### config.mk
export PLATFORM = sky130hd
export DESIGN_NAME = clk_rate_controller
export DESIGN_NICKNAME = d
export VERILOG_FILES = /design/src/rtl/clk_rate_pkg.sv /design/src/rtl/half_period_counter.sv /design/src/rtl/clk_rate_controller.sv
export SDC_FILE = /design/constraint.sdc
export NUM_CORES = 1
export LEC_CHECK = 0
export BUFFER_PORTS_ARGS = -buffer_cell sky130_fd_sc_hd__buf_2
export CAP_MARGIN = 40
export CORE_ASPECT_RATIO = 0.7
export CORE_MARGIN = 1.5
export CORE_UTILIZATION = 51
export DETAILED_ROUTE_END_ITERATION = 8
export PLACE_DENSITY = 0.72
export SLEW_MARGIN = 5
export SYNTH_ARGS = -nofsm -noshare
export SYNTH_HDL_FRONTEND = slang
export SYNTH_HIERARCHICAL = 1
export SYNTH_SLANG_ARGS = --single-unit
### constraint.sdc
create_clock -name initial_clk -period 7.7 [get_ports initial_clk]
set_input_delay 0.385 -clock initial_clk [delete_from_list [all_inputs] [get_ports initial_clk]]
set_output_delay 0.385 -clock initial_clk [all_outputs]
set_load 0.1 [all_outputs]
### src/rtl/clk_rate_pkg.sv
// Shared types for the clock-rate controller.
// State encoding and default counter width.
package clk_rate_pkg;

    localparam int CNT_W_DEF = 8;

    typedef enum logic [1:0] {
        IDLE,
        RUN,
        PEND,
        STOPPING
    } state_e;

endpackage

### src/rtl/half_period_counter.sv
// Half-period counter with clear/increment.
// Flags the last cycle of a half-period.
module half_period_counter
    import clk_rate_pkg::*;
#(
    parameter int CNT_W = CNT_W_DEF
) (
    input  logic             clk,
    input  logic             reset,
    input  logic             clear,
    input  logic             inc,
    input  logic [CNT_W-1:0] period,
    output logic             term
);

    localparam logic [CNT_W-1:0] ONE = CNT_W'(1);

    logic [CNT_W-1:0] count_q;
    logic [CNT_W-1:0] count_d;

    // clear has priority; otherwise advance when asked
    always_comb begin
        count_d = count_q;
        if (clear) begin
            count_d = '0;
        end else if (inc) begin
            count_d = count_q + ONE;
        end
    end

    // count register
    always_ff @(posedge clk) begin
        if (reset) begin
            count_q <= '0;
        end else begin
            count_q <= count_d;
        end
    end

    assign term = (count_q == (period - ONE));

endmodule

### src/rtl/clk_rate_controller.sv
// Run-time controller for the divided clock.
// Applies new half-periods only at boundaries.
module clk_rate_controller
    import clk_rate_pkg::*;
#(
    parameter int CNT_W          = CNT_W_DEF,
    parameter int DEFAULT_PERIOD = 1
) (
    input  logic             initial_clk,
    input  logic             reset,
    input  logic             run,
    input  logic             cfg_valid,
    input  logic [CNT_W-1:0] cfg_period,
    output logic             cfg_ready,
    output logic             cfg_err,
    output logic             clk,
    output logic             tick,
    output logic [CNT_W-1:0] cur_period,
    output logic             busy
);

    localparam logic [CNT_W-1:0] DEF_P = CNT_W'(DEFAULT_PERIOD);

    state_e           state_q, state_d;
    logic             clk_q, clk_d;
    logic             tick_q, tick_d;
    logic             err_q, err_d;
    logic [CNT_W-1:0] cur_q, cur_d;
    logic [CNT_W-1:0] pend_q, pend_d;
    logic             pend_vld_q, pend_vld_d;

    logic             term;
    logic             cnt_clr;
    logic             cnt_inc;
    logic             acc;
    logic             acc_ok;

    half_period_counter #(
        .CNT_W (CNT_W)
    ) u_cnt (
        .clk    (initial_clk),
        .reset  (reset),
        .clear  (cnt_clr),
        .inc    (cnt_inc),
        .period (cur_q),
        .term   (term)
    );

    // ready unless a value is already waiting for a boundary
    assign cfg_ready = (state_q == IDLE) || (state_q == RUN) ||
                       ((state_q == STOPPING) && !pend_vld_q);
    assign acc       = cfg_valid && cfg_ready;
    assign acc_ok    = acc && (cfg_period != '0);

    // next-state, divided clock, pending slot and period update
    always_comb begin
        state_d    = state_q;
        clk_d      = clk_q;
        tick_d     = 1'b0;
        err_d      = acc && (cfg_period == '0);
        cur_d      = cur_q;
        pend_d     = pend_q;
        pend_vld_d = pend_vld_q;
        cnt_clr    = 1'b0;
        cnt_inc    = 1'b0;
        if (state_q == IDLE) begin
            cnt_clr = 1'b1;
            clk_d   = 1'b0;
            if (acc_ok) cur_d = cfg_period;
            if (run) state_d = RUN;
        end else if (!run && !clk_q) begin
            // already low: stop at once, flush any pending value
            cnt_clr    = 1'b1;
            state_d    = IDLE;
            pend_vld_d = 1'b0;
            if (acc_ok) begin
                cur_d = cfg_period;
            end else if (pend_vld_q) begin
                cur_d = pend_q;
            end
        end else if (term) begin
            cnt_clr = 1'b1;
            clk_d   = ~clk_q;
            tick_d  = 1'b1;
            if (!run) begin
                // clk was high, this edge parks it low
                state_d    = IDLE;
                pend_vld_d = 1'b0;
                if (acc_ok) begin
                    cur_d = cfg_period;
                end else if (pend_vld_q) begin
                    cur_d = pend_q;
                end
            end else if (pend_vld_q) begin
                cur_d      = pend_q;
                pend_vld_d = 1'b0;
                state_d    = RUN;
            end else if (acc_ok) begin
                // toggle uses old period, new one waits a boundary
                pend_d     = cfg_period;
                pend_vld_d = 1'b1;
                state_d    = PEND;
            end else begin
                state_d = RUN;
            end
        end else begin
            cnt_inc = 1'b1;
            if (acc_ok) begin
                pend_d     = cfg_period;
                pend_vld_d = 1'b1;
            end
            if (!run) begin
                state_d = STOPPING;
            end else if (acc_ok || pend_vld_q) begin
                state_d = PEND;
            end else begin
                state_d = RUN;
            end
        end
    end

    // state and registered outputs
    always_ff @(posedge initial_clk) begin
        if (reset) begin
            state_q    <= IDLE;
            clk_q      <= 1'b0;
            tick_q     <= 1'b0;
            err_q      <= 1'b0;
            cur_q      <= DEF_P;
            pend_q     <= '0;
            pend_vld_q <= 1'b0;
        end else begin
            state_q    <= state_d;
            clk_q      <= clk_d;
            tick_q     <= tick_d;
            err_q      <= err_d;
            cur_q      <= cur_d;
            pend_q     <= pend_d;
            pend_vld_q <= pend_vld_d;
        end
    end

    assign clk        = clk_q;
    assign tick       = tick_q;
    assign cfg_err    = err_q;
    assign cur_period = cur_q;
    assign busy       = (state_q != IDLE);

endmodule

# Yosys cells after proc, flatten, opt, wreduce, memory -nomap -nowiden
# Cells that the tools add are included.
# classes
add_sub_neg	2
n_eq_ne	7
n_mux	32
n_bitwise	3
n_reduce_logical	24
# ops
op	count
two-way mux 8 bit	11
two-way mux 2 bit	9
two-way mux 1 bit	12
adder 8 x 1 -> 8 bit, second input constant	1
== test 8 bit	1
zero test 8 bit	1
!= test 2 bit, second input constant	4
nonzero test 8 bit	1
subtractor 8 x 1 -> 8 bit, second input constant	1
AND reduction 2 bit	3
nonzero test 3 bit	2
logical AND 1 bit	5
AND reduction 4 bit	1
OR reduction 2 bit	2
zero test 1 bit	3
logical OR 1 bit	3
NOT 1 bit	3
OR reduction 3 bit	1
== test 2 x 1 -> 1 bit, second input constant	1
== test 2 bit, second input constant	1
zero test 2 bit	1
nonzero test 2 bit	1
# word_totals
register_bits	30
output_inout_bits	13
elab_cells	76

# Logic depth before layout (Yosys ltp)
# logic_depth
depth_word	11
mapped_depth	13
depth_no_buf	12

# Hierarchy
# The synthesis kept the hierarchy.
# by_module_without_submodules
module	instances	cells_per_inst	area_per_inst_um2	seq_area_each_um2
clk_rate_controller	1	110	1154.9	440.4
half_period_counter	1	71	588.1	160.2

# Least setup slack after synthesis
# Ideal clock, no wire load.
# synth_timing
kind	register to register
startpoint	register cur_q[0] (netlist: cur_period[0])
endpoint	register u_cnt.count_q[5]
t_arrival_ns	3.360
setup_slack_ns	4.270
path_stages_with_launch	14
path_buffers	1
cell_sequence	dfxtp_1 > inv_1 > ha_1 > nand2b_1 > a21o_1 > a31oi_1 > a2111oi_2 > o21bai_1 > nand2b_1 > inv_1 > clkbuf_1 > nand4_1 > or3_1 > a21oi_1
# synth_via
elab_chain_len	6
# synth_rtl
item	line	rtl
from (decl)	clk_rate_controller.sv:28	logic [CNT_W-1:0] cur_q, cur_d;
from (signal assigned)	clk_rate_controller.sv:137	cur_q <= cur_d;
subtractor 8 x 1 -> 8 bit	half_period_counter.sv:40	assign term = (count_q == (period - ONE));
== test 8 bit	half_period_counter.sv:40	
via term	clk_rate_controller.sv:32	logic term;
two-way mux 1 bit	clk_rate_controller.sv:81	end else if (term) begin
two-way mux 1 bit	clk_rate_controller.sv:71	end else if (!run && !clk_q) begin
two-way mux 1 bit	clk_rate_controller.sv:66	if (state_q == IDLE) begin
via cnt_clr	clk_rate_controller.sv:33	logic cnt_clr;
OR reduction 2 bit (no source line)	-	
to (signal assigned)	half_period_counter.sv:36	count_q <= count_d;
to (decl)	half_period_counter.sv:18	logic [CNT_W-1:0] count_q;
# The timed path passes the listed nets, and every way through them passes these cells.
# A chain may end at the register's enable or synchronous reset.

# Worst setup path after layout
# layout_timing
startpoint	register cur_q[3] (netlist: cur_period[3])
endpoint	register cur_q[2] (netlist: cur_period[2])
# layout_via
elab_chain_len	4
# layout_rtl
item	line
subtractor 8 x 1 -> 8 bit	half_period_counter.sv:40
== test 8 bit	half_period_counter.sv:40
via term	clk_rate_controller.sv:32
nonzero test 3 bit (no source line)	-
AND reduction 2 bit (no source line)	-
# The timed path passes the listed nets, and every way through them passes these cells.

==> flow_summary.ini <==
[synth]
synthSimpleGateAreaFrac_pct = 27.8
synthAdderAreaFrac_pct = 1.44
synth_top_family_by_area = simple AND/OR/NAND/NOR gates
async_flop_share_pct = 0
synth_top_area_cell = dfxtp_1
synth_enable_flop_cells = 0
synth_xor_area_share_pct = 6.03
synth_compound_area_share_pct = 19.6
syn_avg_cell_area_um2 = 9.63
syn_nets = 195
yosysSeqAreaShare_pct = 34.5
synth_seq_cells = 30
synthCells = 181
synth.most_common_cell = dfxtp_1
synth_area_leaders = dfxtp_1 34%, mux2i_1 6.3%, a221oi_2 6.0%
ys.flop_type = dfxtp_1
synth_top_cell_area_share_pct = 34.5
synth_warnings = 6
yosysUniqueCellTypes = 51
muxShareOfSynthArea_pct = 6.32
synthTopCellsByCount = 30 x dfxtp_1, 19 x nor2_1, 11 x mux2i_1
syn-cell-area_mm2 = 0.00174

[timing]
max_slew_margin_pct = 42.1
clock_skew_ps = 6.93
whs_ps = 337
slew_violations = 0
clock.fmax_mhz = 327
fin_setup_tns_ps = 0
finalCritPeriodShare_pct = 39.8
final-hold-violation-count = 0
setup_violations = 0
tightest_slew_ps = 869
min_period_ps = 3060
rsz0062_at_grt = no

[setup_path]
crit_arrival_ps = 3210
r2r-end = cur_period[2]
critPathCaptureType = flip-flop
required_ps = 7840
r2r_start = cur_period[3]
path_max_fanout = 14
rr_worst_depth = 9
worstSetupStartpointType = flip-flop
rrSetupSlack_ps = 4640
critPathKind = reg2reg

[layout]
synthToLayoutAreaGrowth_pct = 12.6
nets = 217
drive_gt1_share_pct = 31.7
antenna_cells = 0

[clock_tree]
cts_setup_buffers = 0
clock_latency_ps = 280
cts_max_level = 2
cts_tree = yes
clock-sinks = 30
path_clk_slew_ps = 70
numCtsBuffers = 5
clk_path_buf_depth = 2
cts-root-buf = clkbuf_8
cts.repair.resized = 0
ctsHoldBuffers = 0

[hold_path]
hold_path_end = cfg_err
hp-start = cfg_valid
min_path_type = in2reg
worstHoldPathCells = 3

[grt]
grt_max_degree = 25
track_usage_pct = 21.2
antenna_found_initial = 0
grt-ovfl-total = 0
grt_pass1_vias = 1325
grt_pass1_wl_um = 6020

[drt]
via_per_inst = 5.53
drt_iter0_drc = 51
vias = 1378
antenna_left = 0
wl_um = 3540
dr.pass1.iters = 4
route.detailed.drc = 0
wl_per_cell_um = 14.2

[pwr]
switching_share_pct = 34.2
share_comb_of_total_power_pct = 25.5
clkPwrFrac_pct = 31.5
pwr-share-seq_pct = 43.0
switching_power_uw = 136
powerDensity_mw_per_mm2 = 202
p_int_uw = 261
p_leak_nw = 0.780
ir_drop_mv = 0.0985

[floorplanning]
initial_core_util_pct = 54.3
die_x_um = 72.9
die_h_um = 51.9
ioPinCount = 25
fp-row-count = 17
fp.dieArea_mm2 = 0.00378
core_mm2 = 0.00321

[placed_design]
place_congestion = 0.848
hpwl_um = 2610
io_buffers = 24

[job]
drv_cap = 0

[run_status]
status = finished clean
worst max path at each step:
| stage | to | cells past startpoint | startpoint | slack [ps] |
|---|---|---|---|---|
| global route | cur_period[7] | 9 | cur_period[3] | 4510 |
| global placement | cur_period[2] | 9 | cur_period[3] | 4790 |
| CTS | cur_period[4] | 9 | cur_period[3] | 4680 |
| detailed placement | cur_period[4] | 9 | cur_period[3] | 4700 |
| finish | cur_period[2] | 9 | cur_period[3] | 4640 |
| floorplan | u_cnt/count_q[5] | 13 | cur_period[0] | 4270 |
power by group through the flow:
stage	Sequential [mW]	Combinational [mW]	Clock (mW)
3_5_place_dp	0.174	0.100	0
4_1_cts	0.171	0.101	0.128
6_report	0.171	0.101	0.125
3_3_place_gp	0.173	0.0987	0
5_1_grt	0.172	0.107	0.135
2_1_floorplan	0.201	0.0550	0
worst max-delay path, stage by stage (launching register included):
cell       delay (ps)
dfxtp_1           390
or3_4             420
or3_2             470
nand4_1           110
a2111oi_2          80
nor2b_1           270
o21ai_0           150
a32oi_2           700
nor2b_2           290
nor3_2             40
final cells by class:
type                       count  area (um^2)
fill                         284         1250
multi-input combinational    133         1070
sequential                    30          601
timing repair buffer          24          120
clock buffer                   6         82.6
tap                           47         58.8
inverter                       9         33.8
cell usage in the layout, fill, tap and decap left out, types with 3 or more instances in the layout:
master    synthesis  layout
nand2_1           8       8
nor2b_2           4       4
o21ai_0           8       8
xor2_1            7       7
a221oi_2          7       7
inv_1             8       8
nor2_1           19      19
xnor2_1           5       5
nand4_1           4       4
nor3_2            7       7
nor3_1            5       5
nand2b_1          3       3
dfxtp_1          30      30
mux2i_1          11      11
a21oi_1           6       6
buf_2             0      24
clkbuf_8          0       6
cells by family after synthesis:
| kind of cell | Yosys count |
|---|---|
| AOI/OAI and AO/OA | 38 |
| buffers and inverters | 18 |
| muxes | 11 |
| DFF | 30 |
| adders and majority gates | 2 |
| and+or+nand+nor | 70 |
| xor gates and xnor gates | 12 |
registers in the layout (all words and copies together), names as in the netlist:
signal / flops
u_cnt/count_q: 8
clk: 1
cur_period: 8
state_q: 2
pend_q: 8
tick: 1
cfg_err: 1
pend_vld_q: 1
routing by layer:
layer / vias to the layer above / track usage [%] / share of wire [%]
li1: 687 / - / -
met1: 643 / 27.4 / 49
met2: 41 / 34.1 / 45
met3: 7 / 6.01 / 5.4
met4: 0 / 7.23 / 0.79
met5: - / 0 / 0
metrics by stage:
step	instance area [um^2]	std cells	setup slack (ps)	total power, mW	util [%]
2_1_floorplan	1740	181	4270	0.256	-
3_5_place_dp	1880	243	4700	0.274	58.5
4_1_cts	1960	249	4680	0.400	61.1
5_1_grt	1960	249	4510	0.414	61.1
3_3_place_gp	1880	243	4790	0.272	58.5
6_report	1960	249	4640	0.396	61.1
Note: power is estimated with default switching activity, not from simulation.
